**config.mk**
```make
export PLATFORM = sky130hd
export DESIGN_NAME = nvidia_scatter
export DESIGN_NICKNAME = d
export VERILOG_FILES = /design/src/rtl/nvidia_pkg.sv /design/src/rtl/nvidia_scatter_decode.sv /design/src/rtl/nvidia_scatter.sv
export SDC_FILE = /design/constraint.sdc
export NUM_CORES = 1
export LEC_CHECK = 0
export ABC_AREA = 1
export BUFFER_PORTS_ARGS = -buffer_cell sky130_fd_sc_hd__buf_2
export CAP_MARGIN = 10
export CORE_UTILIZATION = 46
export DETAILED_ROUTE_END_ITERATION = 10
export PLACE_DENSITY_LB_ADDON = 0.08
export SETUP_SLACK_MARGIN = 0.3
export SYNTH_ARGS = -nofsm -noshare
export SYNTH_HDL_FRONTEND = slang
export SYNTH_SLANG_ARGS = --single-unit
export TNS_END_PERCENT = 20
```
**constraint.sdc**
```tcl
create_clock -name clk -period 1.4 [get_ports clk]
set_input_delay 0.14 -clock clk [delete_from_list [all_inputs] [get_ports clk]]
set_output_delay 0.14 -clock clk [all_outputs]
set_load 0.1 [all_outputs]
```
**src/rtl/nvidia_pkg.sv**
```systemverilog
// ---------------------------------------------------------------------------
// nvidia_pkg
// Shared definitions for the scatter block and its sibling gather block.
//   scatter_state_t : FSM state encoding of the scatter assembly buffer
//   idx_width()     : slot-selector width; one extra code above the last slot
//                     so the value BLOCK_SIZE can mean "lane unused"
//   lane_width()    : width needed to name one input lane (minimum 1 bit)
// ---------------------------------------------------------------------------
package nvidia_pkg;

    typedef enum logic {
        FILL = 1'b0,
        EMIT = 1'b1
    } scatter_state_t;

    function automatic int idx_width(input int block_size);
        return $clog2(block_size + 1);
    endfunction

    function automatic int lane_width(input int num_select);
        return (num_select > 1) ? $clog2(num_select) : 1;
    endfunction

endpackage

```
**src/rtl/nvidia_scatter_decode.sv**
```systemverilog
// ---------------------------------------------------------------------------
// nvidia_scatter_decode
// Combinational slot decoder for the scatter block. For every slot of the
// assembly buffer it reports whether any live lane of the current beat
// targets it, and which lane wins (highest lane index). It also flags a
// collision when two or more lanes of the same beat target one slot.
//
// Ports
//   valid_i      : beat is being accepted this cycle (gates all enables)
//   idx_i        : destination slot per lane; >= BLOCK_SIZE means unused
//   slot_we_o    : per-slot write enable
//   slot_lane_o  : per-slot winning lane number (valid where slot_we_o=1)
//   collide_o    : some slot targeted by more than one lane in this beat
// ---------------------------------------------------------------------------
module nvidia_scatter_decode
    import nvidia_pkg::*;
#(
    parameter int BLOCK_SIZE = 4,
    parameter int NUM_SELECT = 3,
    parameter int IDX_W      = idx_width(BLOCK_SIZE),
    parameter int LANE_W     = lane_width(NUM_SELECT)
) (
    input  logic                                valid_i,
    input  logic [NUM_SELECT-1:0][IDX_W-1:0]    idx_i,
    output logic [BLOCK_SIZE-1:0]               slot_we_o,
    output logic [BLOCK_SIZE-1:0][LANE_W-1:0]   slot_lane_o,
    output logic                                collide_o
);

    // A lane is live only if its index names a real slot.
    logic [NUM_SELECT-1:0] lane_live;

    always_comb begin
        lane_live = '0;
        for (int i = 0; i < NUM_SELECT; i++) begin
            lane_live[i] = valid_i && (idx_i[i] < IDX_W'(BLOCK_SIZE));
        end
    end

    // Lanes are walked in ascending order so a later (higher) lane simply
    // overwrites the winner recorded by an earlier one. Finding the slot
    // already enabled when a lane arrives is exactly an intra-beat conflict.
    always_comb begin
        slot_we_o   = '0;
        slot_lane_o = '0;
        collide_o   = 1'b0;
        for (int s = 0; s < BLOCK_SIZE; s++) begin
            for (int i = 0; i < NUM_SELECT; i++) begin
                if (lane_live[i] && (idx_i[i] == IDX_W'(s))) begin
                    if (slot_we_o[s]) begin
                        collide_o = 1'b1;
                    end
                    slot_we_o[s]   = 1'b1;
                    slot_lane_o[s] = LANE_W'(i);
                end
            end
        end
    end

endmodule

```
**src/rtl/nvidia_scatter.sv**
```systemverilog
// ---------------------------------------------------------------------------
// nvidia_scatter
// Scatters NUM_SELECT tagged words per beat into a BLOCK_SIZE-word assembly
// buffer and hands the finished block downstream. A block closes when every
// slot has been written or the producer flags the last beat; it is then
// held on the output until the consumer takes it.
//
// Handshakes: a transfer happens on a rising clk edge where valid and ready
// are both high. in_ready is a pure function of the registered state (high
// in FILL, low in EMIT). out_valid is high throughout EMIT and only drops
// after the edge at which out_ready was sampled high. A producer offered
// in_ready=0 must hold its beat unchanged.
//
// Ports
//   clk, rst     : clock; synchronous active-high reset
//   in_valid     : input beat present
//   in_ready     : buffer can accept a beat (FILL state)
//   in_data      : lane words
//   in_idx       : destination slot per lane (>= BLOCK_SIZE = unused lane)
//   in_last      : close the block after this beat even if partially filled
//   out_valid    : assembled block present (EMIT state)
//   out_ready    : consumer takes the block
//   out_data     : assembled words, unfilled slots read 0
//   out_mask     : per-slot written flag for this block
//   out_collide  : some slot of this block was written more than once
//   dbg_state    : current FSM state, for observation only
// ---------------------------------------------------------------------------
module nvidia_scatter
    import nvidia_pkg::*;
#(
    parameter int BLOCK_SIZE = 4,
    parameter int NUM_SELECT = 3,
    parameter int WORD_SIZE  = 8,
    parameter int IDX_W      = idx_width(BLOCK_SIZE)
) (
    input  logic                                  clk,
    input  logic                                  rst,
    input  logic                                  in_valid,
    output logic                                  in_ready,
    input  logic [NUM_SELECT-1:0][WORD_SIZE-1:0]  in_data,
    input  logic [NUM_SELECT-1:0][IDX_W-1:0]      in_idx,
    input  logic                                  in_last,
    output logic                                  out_valid,
    input  logic                                  out_ready,
    output logic [BLOCK_SIZE-1:0][WORD_SIZE-1:0]  out_data,
    output logic [BLOCK_SIZE-1:0]                 out_mask,
    output logic                                  out_collide,
    output scatter_state_t                        dbg_state
);

    localparam int LANE_W = lane_width(NUM_SELECT);

    scatter_state_t                       state_q,   state_d;
    logic [BLOCK_SIZE-1:0][WORD_SIZE-1:0] data_q,    data_d;
    logic [BLOCK_SIZE-1:0]                mask_q,    mask_d;
    logic                                 collide_q, collide_d;

    logic                                 accept;
    logic [BLOCK_SIZE-1:0]                slot_we;
    logic [BLOCK_SIZE-1:0][LANE_W-1:0]    slot_lane;
    logic                                 intra_collide;
    logic                                 inter_collide;

    assign accept = (state_q == FILL) && in_valid;

    nvidia_scatter_decode #(
        .BLOCK_SIZE (BLOCK_SIZE),
        .NUM_SELECT (NUM_SELECT),
        .IDX_W      (IDX_W),
        .LANE_W     (LANE_W)
    ) u_decode (
        .valid_i     (accept),
        .idx_i       (in_idx),
        .slot_we_o   (slot_we),
        .slot_lane_o (slot_lane),
        .collide_o   (intra_collide)
    );

    // Writing a slot that an earlier beat of this block already filled.
    assign inter_collide = |(slot_we & mask_q);

    always_comb begin
        state_d   = state_q;
        data_d    = data_q;
        mask_d    = mask_q;
        collide_d = collide_q;

        case (state_q)
            FILL: begin
                if (in_valid) begin
                    for (int s = 0; s < BLOCK_SIZE; s++) begin
                        if (slot_we[s]) begin
                            data_d[s] = in_data[slot_lane[s]];
                        end
                    end
                    mask_d    = mask_q | slot_we;
                    collide_d = collide_q | intra_collide | inter_collide;
                    // An all-unused last beat still closes the block.
                    if ((&mask_d) || in_last) begin
                        state_d = EMIT;
                    end
                end
            end
            EMIT: begin
                // Clearing on hand-off leaves the buffer empty for the next
                // block, so unfilled slots of that block read as zero.
                if (out_ready) begin
                    data_d    = '0;
                    mask_d    = '0;
                    collide_d = 1'b0;
                    state_d   = FILL;
                end
            end
            default: begin
                state_d = FILL;
            end
        endcase
    end

    always_ff @(posedge clk) begin
        if (rst) begin
            state_q   <= FILL;
            data_q    <= '0;
            mask_q    <= '0;
            collide_q <= 1'b0;
        end else begin
            state_q   <= state_d;
            data_q    <= data_d;
            mask_q    <= mask_d;
            collide_q <= collide_d;
        end
    end

    assign in_ready    = (state_q == FILL);
    assign out_valid   = (state_q == EMIT);
    assign out_data    = data_q;
    assign out_mask    = mask_q;
    assign out_collide = collide_q;
    assign dbg_state   = state_q;

endmodule

```
==> Yosys cells after proc, flatten, opt, wreduce, memory -nomap -nowiden <==
Cells that the tools add are included.
Widths: inputs -> output; s select.
{ "word_totals": {"rom_bits": 0, "word_cells": 122, "inputBits": 38, "mem_count": 0, "latchBits": 0, "ramBits": 0, "ff_bits": 38} }
{ "classes": {"n_mul": 0, "order_cmp": 7, "mux": 61, "addsub": 0, "reduce_logical": 27, "n_eq_ne": 15, "shifts": 0, "n_bitwise": 5, "div": 0} }
{ "ops": {"columns": ["op", "n"], "rows": [
  ["$bmux 8 s2", 4],
  ["$mux 32", 2],
  ["$mux 8", 8],
  ["$pmux 32 s2", 1],
  ["$mux 1", 37],
  ["$eq 3x2->1 const B", 6],
  ["$logic_and 1x1->1", 16],
  ["$lt 2x3->1 const B", 4],
  ["$reduce_and 3->1", 4],
  ["$eq 3x1->1 const B", 3],
  ["$logic_not 3->1", 3],
  ["$lt 3x3->1 const B", 3],
  ["$mux 2", 4],
  ["$mux 4", 2],
  ["$ne 2x1->1 const B", 4],
  ["$pmux 4 s2", 1],
  ["$and 4x4->4", 1],
  ["$ne 2x2->1 const B", 2],
  ["$or 4x4->4", 1],
  ["$pmux 1 s2", 2],
  ["$reduce_and 4->1", 1],
  ["$reduce_or 4->1", 1],
  ["$or 1x1->1", 2],
  ["$reduce_and 2->1", 1],
  ["other kinds (2)", 2]
]} }

==> Depth between registers and ports, before layout <==
Gate-level depths: netlist (run 1).
{ "logic_depth": {"ltp_word": 25, "ltp_mapped": 12, "mapped_depth_nobuf": 11} }

==> By module <==
Synthesis (run 1) repeated with hierarchy kept, for this count alone.
{ "unflattened": {"cells_unflattened": 444, "area_unflattened_um2": 2553.7} }
{ "by_module_without_submodules": {"columns": ["mod", "instances", "cells_per_inst", "area_per_inst_um2", "seq_area_each_um2"], "rows": [
  ["nvidia_scatter", 1, 378, 2258.4, 760.7],
  ["nvidia_scatter_decode", 1, 66, 295.3, 0.0]
]} }

==> Worst setup path before layout (run 1) <==
No wires, ideal clock.
{ "synth_timing": {"path_type": "register to register", "from": "register state_q, in the netlist dbg_state", "to": "register data_q, in the netlist out_data[17]", "stages_incl_launch_ff": 7, "required_ns": 1.329, "setup_time_ns": 0.071, "t_arrival_ns": 2.102, "slack_ns": -0.773, "path_buffers": 3, "cell_sequence": "dfxtp_1 > buf_6 > inv_2 > clkbuf_1 > buf_2 > o221ai_1 > a21oi_1"} }
{ "synth_via": {"elab_chain_len": 11} }
{ "synth_rtl": {"columns": ["element", "line", "source"], "rows": [
  ["from (decl)", "nvidia_scatter.sv:53", "scatter_state_t state_q, state_d;"],
  ["from (signal assigned)", "nvidia_scatter.sv:127", "state_q <= state_d;"],
  ["$not 1->1 (*)", null, null],
  ["net in_ready", "nvidia_scatter.sv:39", "output logic in_ready,"],
  ["$logic_and 1x1->1", "nvidia_scatter.sv:64", "assign accept = (state_q == FILL) && in_valid;"],
  ["$logic_and 1x1->1", "nvidia_scatter_decode.sv:36", "lane_live[i] = valid_i && (idx_i[i] < IDX_W'(BLOCK_SIZE));"],
  ["$logic_and 1x1->1", "nvidia_scatter_decode.sv:49", "if (lane_live[i] && (idx_i[i] == IDX_W'(s))) begin"],
  ["$mux 1", "nvidia_scatter_decode.sv:49", null],
  ["$mux 2", "nvidia_scatter_decode.sv:49", null],
  ["$bmux 8 s2", "nvidia_scatter.sv:93", "data_d[s] = in_data[slot_lane[s]];"],
  ["$mux 8 (not written as such)", "nvidia_scatter.sv:93", null],
  ["$mux 8", "nvidia_scatter.sv:92", "if (slot_we[s]) begin"],
  ["$mux 32", "nvidia_scatter.sv:90", "if (in_valid) begin"],
  ["$pmux 32 s2", "nvidia_scatter.sv:88", "case (state_q)"],
  ["to (signal assigned)", "nvidia_scatter.sv:128", "data_q <= data_d;"],
  ["to (decl)", "nvidia_scatter.sv:54", "logic [BLOCK_SIZE-1:0][WORD_SIZE-1:0] data_q, data_d;"]
]} }
Mark *: on every way through the listed nets, which the timed path passes. The rest lies on a longest branch. The select of a mux whose other input is x is not followed.
A chain may end at the register's enable or synchronous reset.

==> Worst setup path in the final report (run 1) <==
{ "layout_timing": {"from": "register state_q, in the netlist dbg_state", "to": "register collide_q, in the netlist out_collide"} }
{ "layout_via": {"elab_chain_len": 25} }
{ "layout_rtl": {"columns": ["element", "line", "source"], "rows": [
  ["$not 1->1", null, null],
  ["$logic_and 1x1->1", "nvidia_scatter.sv:64", null],
  ["$logic_and 1x1->1", "nvidia_scatter_decode.sv:36", null],
  ["$logic_and 1x1->1", "nvidia_scatter_decode.sv:49", null],
  ["$mux 1", "nvidia_scatter_decode.sv:49", null],
  ["$mux 1", "nvidia_scatter_decode.sv:50", "if (slot_we_o[s]) begin"],
  ["$mux 1", "nvidia_scatter_decode.sv:49", null],
  ["$mux 1", "nvidia_scatter_decode.sv:50", null],
  ["[8 not listed]", null, null],
  ["$mux 1", "nvidia_scatter_decode.sv:49", null],
  ["$mux 1", "nvidia_scatter_decode.sv:50", null],
  ["$mux 1", "nvidia_scatter_decode.sv:49", null],
  ["$mux 1", "nvidia_scatter_decode.sv:50", null],
  ["$mux 1", "nvidia_scatter_decode.sv:49", null],
  ["$or 1x1->1 (2 in series)", "nvidia_scatter.sv:97", "collide_d = collide_q | intra_collide | inter_collide;"],
  ["$mux 1", "nvidia_scatter.sv:90", null],
  ["$pmux 1 s2", "nvidia_scatter.sv:88", null],
  ["to (signal assigned)", "nvidia_scatter.sv:130", "collide_q <= collide_d;"],
  ["to (decl)", "nvidia_scatter.sv:56", "logic collide_q, collide_d;"]
]} }
Parallel ways exist; a longest one is shown, timed or not. The select of a mux whose other input is x is not followed.

==> flow_summary.ini, run 1 <==
[yosys]
ys_types = 31
ys_warn_count = 0
syn_area_per_cell_um2 = 6.86
synthesis.nets = 398
synth_area_um2 = 2470
syn_inst = 360
synth-seq-cells = 38
ys_seq_area_share_pct = 30.8

[route]
route.vias.total = 2990
drtPass1Iterations = 5
wl_um = 8410
drc_errors = 0
drt_first_iter_violations = 286
postRouteAntennaNets = 0
wl_per_cell_um = 15.5
viasPerCell = 5.53

[worst_setup_path]
cp.required_ns = 1.63
critPathLaunchType = register
crit_arrival_ns = 1.74
setup.worst_path.class = reg2reg
crit_fanout = 6
end_kind = register

[timing]
rsz0062_at_grt = yes
max_freq_ghz = 0.661
relSlewSlack_pct = 68.1
tightest_slew_ns = 0.482
hold_violations = 0
setup_tns_ns = -1.17
drv_slew = 0
timing.hold.ws_ns = 0.127
clock_skew_ns = 0.00748
setup_violations = 34
fin_crit_ns = 1.51
min_period_over_period_pct = 108
finalWorstSetupSlack_ns = -0.112

[clock_tree]
clk_latency_ns = 0.30
cts_buffer_depth = 2
clkSinkCount = 38
cts_buffers = 5
hold_buffers = 0
cts_root_buf = clkbuf_8
htreeDepth = 2
cts_tree = done
cts.clk_slew.worst_paths_ns = 0.08

[power_and_ir_drop]
leakage_uw = 0.00181
comb_power_share_pct = 42.8
powerDensity_nw_per_um2 = 1080
p_switching_uw = 1760
pwr-share-clk_pct = 26.7
p_sw_share_pct = 43.1
ir_drop_mv = 0.784
p_int_uw = 2310
total_power_uw = 4070
power_frac_seq_pct = 30.5

[placed_design]
place.gp.congestion = 0.933
place.detailed.hpwl_um = 5990
dp_cells = 527
port_buffers = 77

[final_layout]
num_antenna_cells = 0
nNetsFinal = 508
stdcell_count = 541
syn_to_final_growth_pct = 51.9
utilization_pct = 73.0
drive_gt1_share_pct = 40.6

[global_route]
grt_overflow = 0
grt_pass1_wl_um = 12600
antenna_found_initial = 0
grt_usage_pct = 30.2
grt_pass1_vias = 2656
grt_max_degree = 30

[run_status]
status = complete, but fails checks
violations = setup timing

[job]
cap_violations = 0

[die]
std_cell_rows = 26
io_pins = 78
die_h_um = 75.3
die_x_um = 75.3
coreArea_um2 = 5140
die_area_um2 = 5670
start_util_pct = 48.1

[hold_path]
hold_path_class = in2reg
-- worst paths after layout --
check             slack (ns)        start  depth (start not counted)     endpoint
setup / recovery       -0.11    dbg_state                          7  out_collide
hold reg to reg         0.48  out_data[3]                          2  out_data[3]
hold / removal          0.13          rst                          2    dbg_state
setup reg to reg       -0.11    dbg_state                          7  out_collide
-- cells in the mapped netlist, drive strengths merged --
master   count  area share [%]
inv         43             6.5
clkbuf       4            0.61
o21ai       67              14
o211ai      13             4.2
o2111ai      2            0.71
nand2       38             6.2
buf         16             5.5
nand4        1            0.51
nand3       18             6.6
a31oi        1            0.25
nor3         1            0.20
or2          2            0.51
nor2        56             9.8
a21oi       48             9.7
o221ai      11             3.9
dfxtp       38              31
nand3b       1            0.46
-- layout make-up --
type	count	area, µm²
repair inverters	1	7.51
fillers	435	1390
multi-input cells	260	1620
well taps	70	87.6
repair buffers	121	971
inverters	43	166
flip-flops and latches	38	764
clock inverters	2	38.8
clock buffers	6	93.8
-- logic make-up after synthesis --
family,count (synthesis),share of synthesized area (%)
buf+inv,63,12.7
simple gates,117,24.2
compound gates,142,32.3
flops,38,30.8
-- stage by stage --
step | instance area, µm² | setup slack, ns
floorplan | 2520 | -0.264
global placement | 3190 | -0.0960
detailed placement | 3190 | -0.114
CTS | 3560 | -0.0740
global route | 3750 | -0.190
finish | 3750 | -0.112
-- state kept, by name (all words and copies together), names as in the netlist --
signal / flops
dbg_state: 1
out_mask: 4
out_data: 32
out_collide: 1
-- routing by layer --
| metal | part of all wire [%] | global-route usage, % | vias to the layer above |
|---|---|---|---|
| li1 | - | - | 1454 |
| met1 | 45 | 41.8 | 1384 |
| met2 | 46 | 47.7 | 137 |
| met3 | 7.4 | 5.89 | 15 |
| met4 | 2.0 | 9.05 | 0 |
| met5 | 0 | 0 | - |
-- worst max-delay path, cell delays in order, from the launching register on --
cell and delay, ns:
dfxtp_4 0.37, nor2_8 0.15, buf_8 0.16, nand3_4 0.12, buf_4 0.20, o211ai_1 0.22
nor2_1 0.08, a31oi_1 0.13
-- repair_timing --
| action | in CTS | in global routing |
|---|---|---|
| endpoints found under the setup margin | 78 | 67 |
| resized for setup | 78 | 52 |
| pin swaps | 10 | 9 |
| gates cloned | 1 | 1 |
| setup buffers | 0 | 4 |
-- layout by cell type, fill, tap and decap left out, types with 5 or more instances in the layout --
cell / count
o21ai_2: 10
buf_4: 63
inv_2: 7
buf_12: 9
buf_6: 10
nand2_1: 35
nand3_2: 5
o21ai_1: 36
o211ai_1: 12
nor2_1: 51
inv_1: 34
a21oi_2: 7
clkbuf_8: 5
dfxtp_1: 37
o221ai_1: 7
a21oi_1: 41
nand3_4: 11
o21ai_0: 21
buf_2: 38
-- power by group through the flow --
stage	clock, µW	sequential, µW	combinational, µW
5_1_grt	1150	1260	1840
3_5_place_dp	0	1250	1530
6_report	1090	1240	1740
2_1_floorplan	0	1970	469
3_3_place_gp	0	1250	1530
4_1_cts	1110	1240	1650
Power figures use the tool's default switching activity.
==> inputs of run 2 (changes only) <==
==> constraint.sdc (replaced) <==
create_clock -name clk -period 1.4 [get_ports clk]
set_input_delay 0.14 -clock clk [delete_from_list [all_inputs] [get_ports clk]]
set_output_delay 0.14 -clock clk [all_outputs]
set_load 0.005 [all_outputs]
==> flow_summary.ini, run 2 (synthesis gave the netlist of run 1 again) <==
[final_layout]
final_cell_mix = buf_2 (77), nor2_1 (48), a21oi_1 (44), o21ai_0 (42), dfxtp_1 (37)
largest_reg_flops = 32
syn_to_final_growth_pct = 37.3
drive_gt1_share_pct = 36.7
nNetsFinal = 501
utilization_pct = 66.0
final_common_cell = buf_2
num_antenna_cells = 0

[timing]
setup_violations = 31
max_freq_ghz = 0.663
clock_skew_ns = 0.00560
tightest_slew_ns = 0.302
fin_crit_ns = 1.51
finalWorstSetupSlack_ns = -0.109
timing.hold.ws_ns = 0.116
drv_slew = 0
rsz0062_at_grt = yes
hold_violations = 0
min_period_over_period_pct = 108
relSlewSlack_pct = 79.8

[run_status]
status = complete, but fails checks
violations = setup timing

[clock_tree]
cts_root_buf = clkbuf_8
htreeDepth = 2
cts_buffer_depth = 2
clkSinkCount = 38
hold_buffers = 0
clk_latency_ns = 0.29
cts_buffers = 5
cts.clk_slew.worst_paths_ns = 0.08
cts_tree = done

[die]
die_area_um2 = 5670
coreArea_um2 = 5140
std_cell_rows = 26
io_pins = 78
die_h_um = 75.3
die_x_um = 75.3
start_util_pct = 48.1

[placed_design]
port_buffers = 77
place.detailed.hpwl_um = 5830
place.gp.congestion = 0.912

[power_and_ir_drop]
p_switching_uw = 919
power_frac_seq_pct = 40.5
leakage_uw = 0.00169
p_int_uw = 2120
pwr-share-clk_pct = 31.8
comb_power_share_pct = 27.7
ir_drop_mv = 0.579
powerDensity_nw_per_um2 = 896
p_sw_share_pct = 30.2

[global_route]
antenna_found_initial = 0
grt_pass1_vias = 2515
grt_usage_pct = 28.9
grt_pass1_wl_um = 12100
grt_overflow = 0
grt_max_degree = 30

[route]
wl_per_cell_um = 14.6
viasPerCell = 5.39
drt_first_iter_violations = 218
drc_errors = 0
route.vias.total = 2872
wl_um = 7760
postRouteAntennaNets = 0
drtPass1Iterations = 5

[worst_setup_path]
end_kind = register
cp.required_ns = 1.63
setup.worst_path.class = reg2reg
crit_arrival_ns = 1.74
critPathLaunchType = register
crit_fanout = 6

[job]
cap_violations = 0

[hold_path]
hold_path_class = in2reg
run 2: cell count changes in the layout (fill, tap and decap cells not counted), sizes merged:
cell,before,now
nand4,2,1
clkinvlp,1,0
inv,43,42
buf,121,116
run 2: worst max-delay path, cell delays in order (launching register included):
cell and delay, ns:
dfxtp_4 0.37, nor2_8 0.18, buf_4 0.17, nand3_4 0.12, nand3_2 0.12, nor2_1 0.07
nor2_1 0.10, nand2_1 0.06, nand2_1 0.08, nand2_1 0.07, a21oi_1 0.11
run 2: stage by stage:
step	setup slack, ns	cells	total power, µW	area [µm²]	setup TNS, ns
2_1_floorplan	-0.0104	360	1700	2490	-0.107
3_3_place_gp	-0.0974	524	2010	3100	-1.97
3_5_place_dp	-0.134	524	2020	3100	-2.89
4_1_cts	-0.0670	533	3030	3330	-0.896
5_1_grt	-0.209	533	3200	3390	-4.89
6_report	-0.109	533	3040	3390	-1.44
run 2: power by group through the flow:
stage / logic, µW / registers, µW / clock network [µW]
3_5_place_dp: 763 / 1260 / 0
4_1_cts: 809 / 1230 / 988
5_1_grt: 936 / 1240 / 1020
2_1_floorplan: 436 / 1260 / 0
6_report: 842 / 1230 / 966
3_3_place_gp: 755 / 1250 / 0
run 2: layer usage:
layer | wire [µm] | GRT usage (%) | vias to the layer above | part of all wire, %
li1 | - | - | 1441 | -
met1 | 3540 | 38.6 | 1308 | 46
met2 | 3570 | 46.2 | 108 | 46
met3 | 516 | 6.16 | 15 | 6.6
met4 | 133 | 9.88 | 0 | 1.7
met5 | 0 | 0 | - | 0
run 2: what timing repair did:
action                                  CTS  global route
buffers inserted                          2             0
hold endpoints to repair                  0             0
pin swaps                                 3             6
gates resized for setup                  24            27
endpoints found under the setup margin   41            41
run 2: area by class of cell:
cell class                      count  area (µm²)
Fill cell                         482        1750
Multi-Input combinational cell    259        1530
Sequential cell                    38         764
Timing Repair Buffer              116         722
Inverter                           43         171
Tap cell                           70        87.6
Clock buffer                        6        82.6
Clock inverter                      1        30.0
run 2: final timing paths:
check                             startpoint  slack, ns  cells past startpoint            to
worst max-delay path               dbg_state      -0.11                     10     dbg_state
worst max register to register     dbg_state      -0.11                     10     dbg_state
worst min register to register  out_data[14]       0.47                      2  out_data[14]
worst min-delay path                     rst       0.12                      2  out_data[11]
==> inputs of run 3 (changes only) <==
- CELL_PAD_IN_SITES_DETAIL_PLACEMENT: unset -> 0
- CELL_PAD_IN_SITES_GLOBAL_PLACEMENT: unset -> 2
- CORE_UTILIZATION: 46 -> 24
- SLEW_MARGIN: unset -> 20
==> flow_summary.ini, run 3 (synthesis gave the netlist of run 1 again) <==
[run_status]
status = complete, but fails checks
violations = setup timing

[worst_setup_path]
critPathLaunchType = register
cp.required_ns = 1.63
setup.worst_path.class = reg2reg
crit_arrival_ns = 1.75
crit_fanout = 6
end_kind = register

[timing]
fin_crit_ns = 1.52
timing.hold.ws_ns = 0.134
rsz0062_at_grt = yes
drv_slew = 0
clock_skew_ns = 0.00915
max_freq_ghz = 0.658
setup_violations = 33
tightest_slew_ns = 0.336
setup_tns_ns = -1.37
relSlewSlack_pct = 77.5
finalWorstSetupSlack_ns = -0.120
min_period_over_period_pct = 109
hold_violations = 0

[die]
die_x_um = 103
die_area_um2 = 10700
die_h_um = 103
io_pins = 78
std_cell_rows = 36
start_util_pct = 25.0
coreArea_um2 = 9860

[clock_tree]
cts.clk_slew.worst_paths_ns = 0.09
cts_root_buf = clkbuf_8
clkSinkCount = 38
clk_latency_ns = 0.29
cts_tree = done
cts_buffer_depth = 2
htreeDepth = 2
cts_buffers = 5
hold_buffers = 0

[route]
route.vias.total = 2875
wl_um = 9400
wl_per_cell_um = 15.4
viasPerCell = 4.71
drt_first_iter_violations = 112
drtPass1Iterations = 4
drc_errors = 0
postRouteAntennaNets = 0

[placed_design]
preCtsSetupSlack_ns = -0.133
place.gp.congestion = 0.821
port_buffers = 77
place_area_um2 = 3220
place.detailed.hpwl_um = 7300

[power_and_ir_drop]
leakage_uw = 0.00179
powerDensity_nw_per_um2 = 817
ir_drop_mv = 0.321
total_power_uw = 2980

[final_layout]
drive_gt1_share_pct = 40.2
final_cell_area_um2 = 3650
nNetsFinal = 515
syn_to_final_growth_pct = 47.8
largest_reg_flops = 32
num_antenna_cells = 0
final_common_cell = buf_2
final_cell_mix = buf_2 (78), nor2_1 (49), a21oi_1 (45), dfxtp_1 (37), o21ai_0 (36)

[global_route]
grt_max_degree = 30
grt_pass1_vias = 2674
antenna_found_initial = 0
grt_usage_pct = 18.3
grt_overflow = 0
grt_pass1_wl_um = 14500

[hold_path]
hold_path_class = in2reg

[job]
cap_violations = 0
## run 3: changes by cell type in the layout (fill, tap and decap cells not counted), moves of 2 or more
cell	change
nor2_2	-2
inv_2	+2
buf_6	+10
inv_1	-2
o221ai_1	-2
o21ai_0	-6
buf_4	+2
o21ai_2	+5
## run 3: worst max-delay path, stage by stage (launching register included)
cell and delay [ns]:
dfxtp_4 0.38, nor2_8 0.14, buf_6 0.13, nand3_4 0.07, buf_6 0.13, or2_4 0.22
o211ai_1 0.13, nor2_1 0.09, a31oi_1 0.16
## run 3: layout make-up
type	instances	area, µm²
fillers	1086	6210
inverters	43	169
clock buffers	6	82.6
multi-input cells	259	1580
repair buffers	130	875
well taps	133	166
flip-flops and latches	38	764
clock inverters	2	12.5
## run 3: stage by stage
step / utilization (%) / cells
finish: 37.0 / 611
global route: 37.0 / 611
CTS: 35.6 / 606
detailed placement: 32.6 / 591
global placement: 32.6 / 591
floorplan: - / 360
## run 3: repair_timing
| item | CTS | global route |
|---|---|---|
| gates resized for setup | 45 | 32 |
| setup endpoints to repair | 41 | 41 |
| buffers inserted | 7 | 4 |
| pin swaps | 9 | 6 |
| gates cloned | 0 | 1 |
## run 3: path summary, 6_finish.rpt
check / from / endpoint / slack (ns) / depth (start not counted)
max: dbg_state / out_collide / -0.12 / 8
min: rst / out_data[11] / 0.13 / 2
max reg2reg: dbg_state / out_collide / -0.12 / 8
min reg2reg: out_data[14] / out_data[14] / 0.47 / 2
## run 3: routing by layer
metal | vias to the layer above | part of all wire [%] | GRT usage, %
met3 | 9 | 4.3 | 2.55
met1 | 1326 | 51 | 26.0
met5 | - | 0 | 0
met4 | 0 | 1.3 | 4.33
li1 | 1469 | - | -
met2 | 71 | 44 | 29.0
## run 3: report_power, final
group / switching, µW / internal, µW
clock network: 436 / 397
logic: 507 / 410
registers: 52.7 / 1180
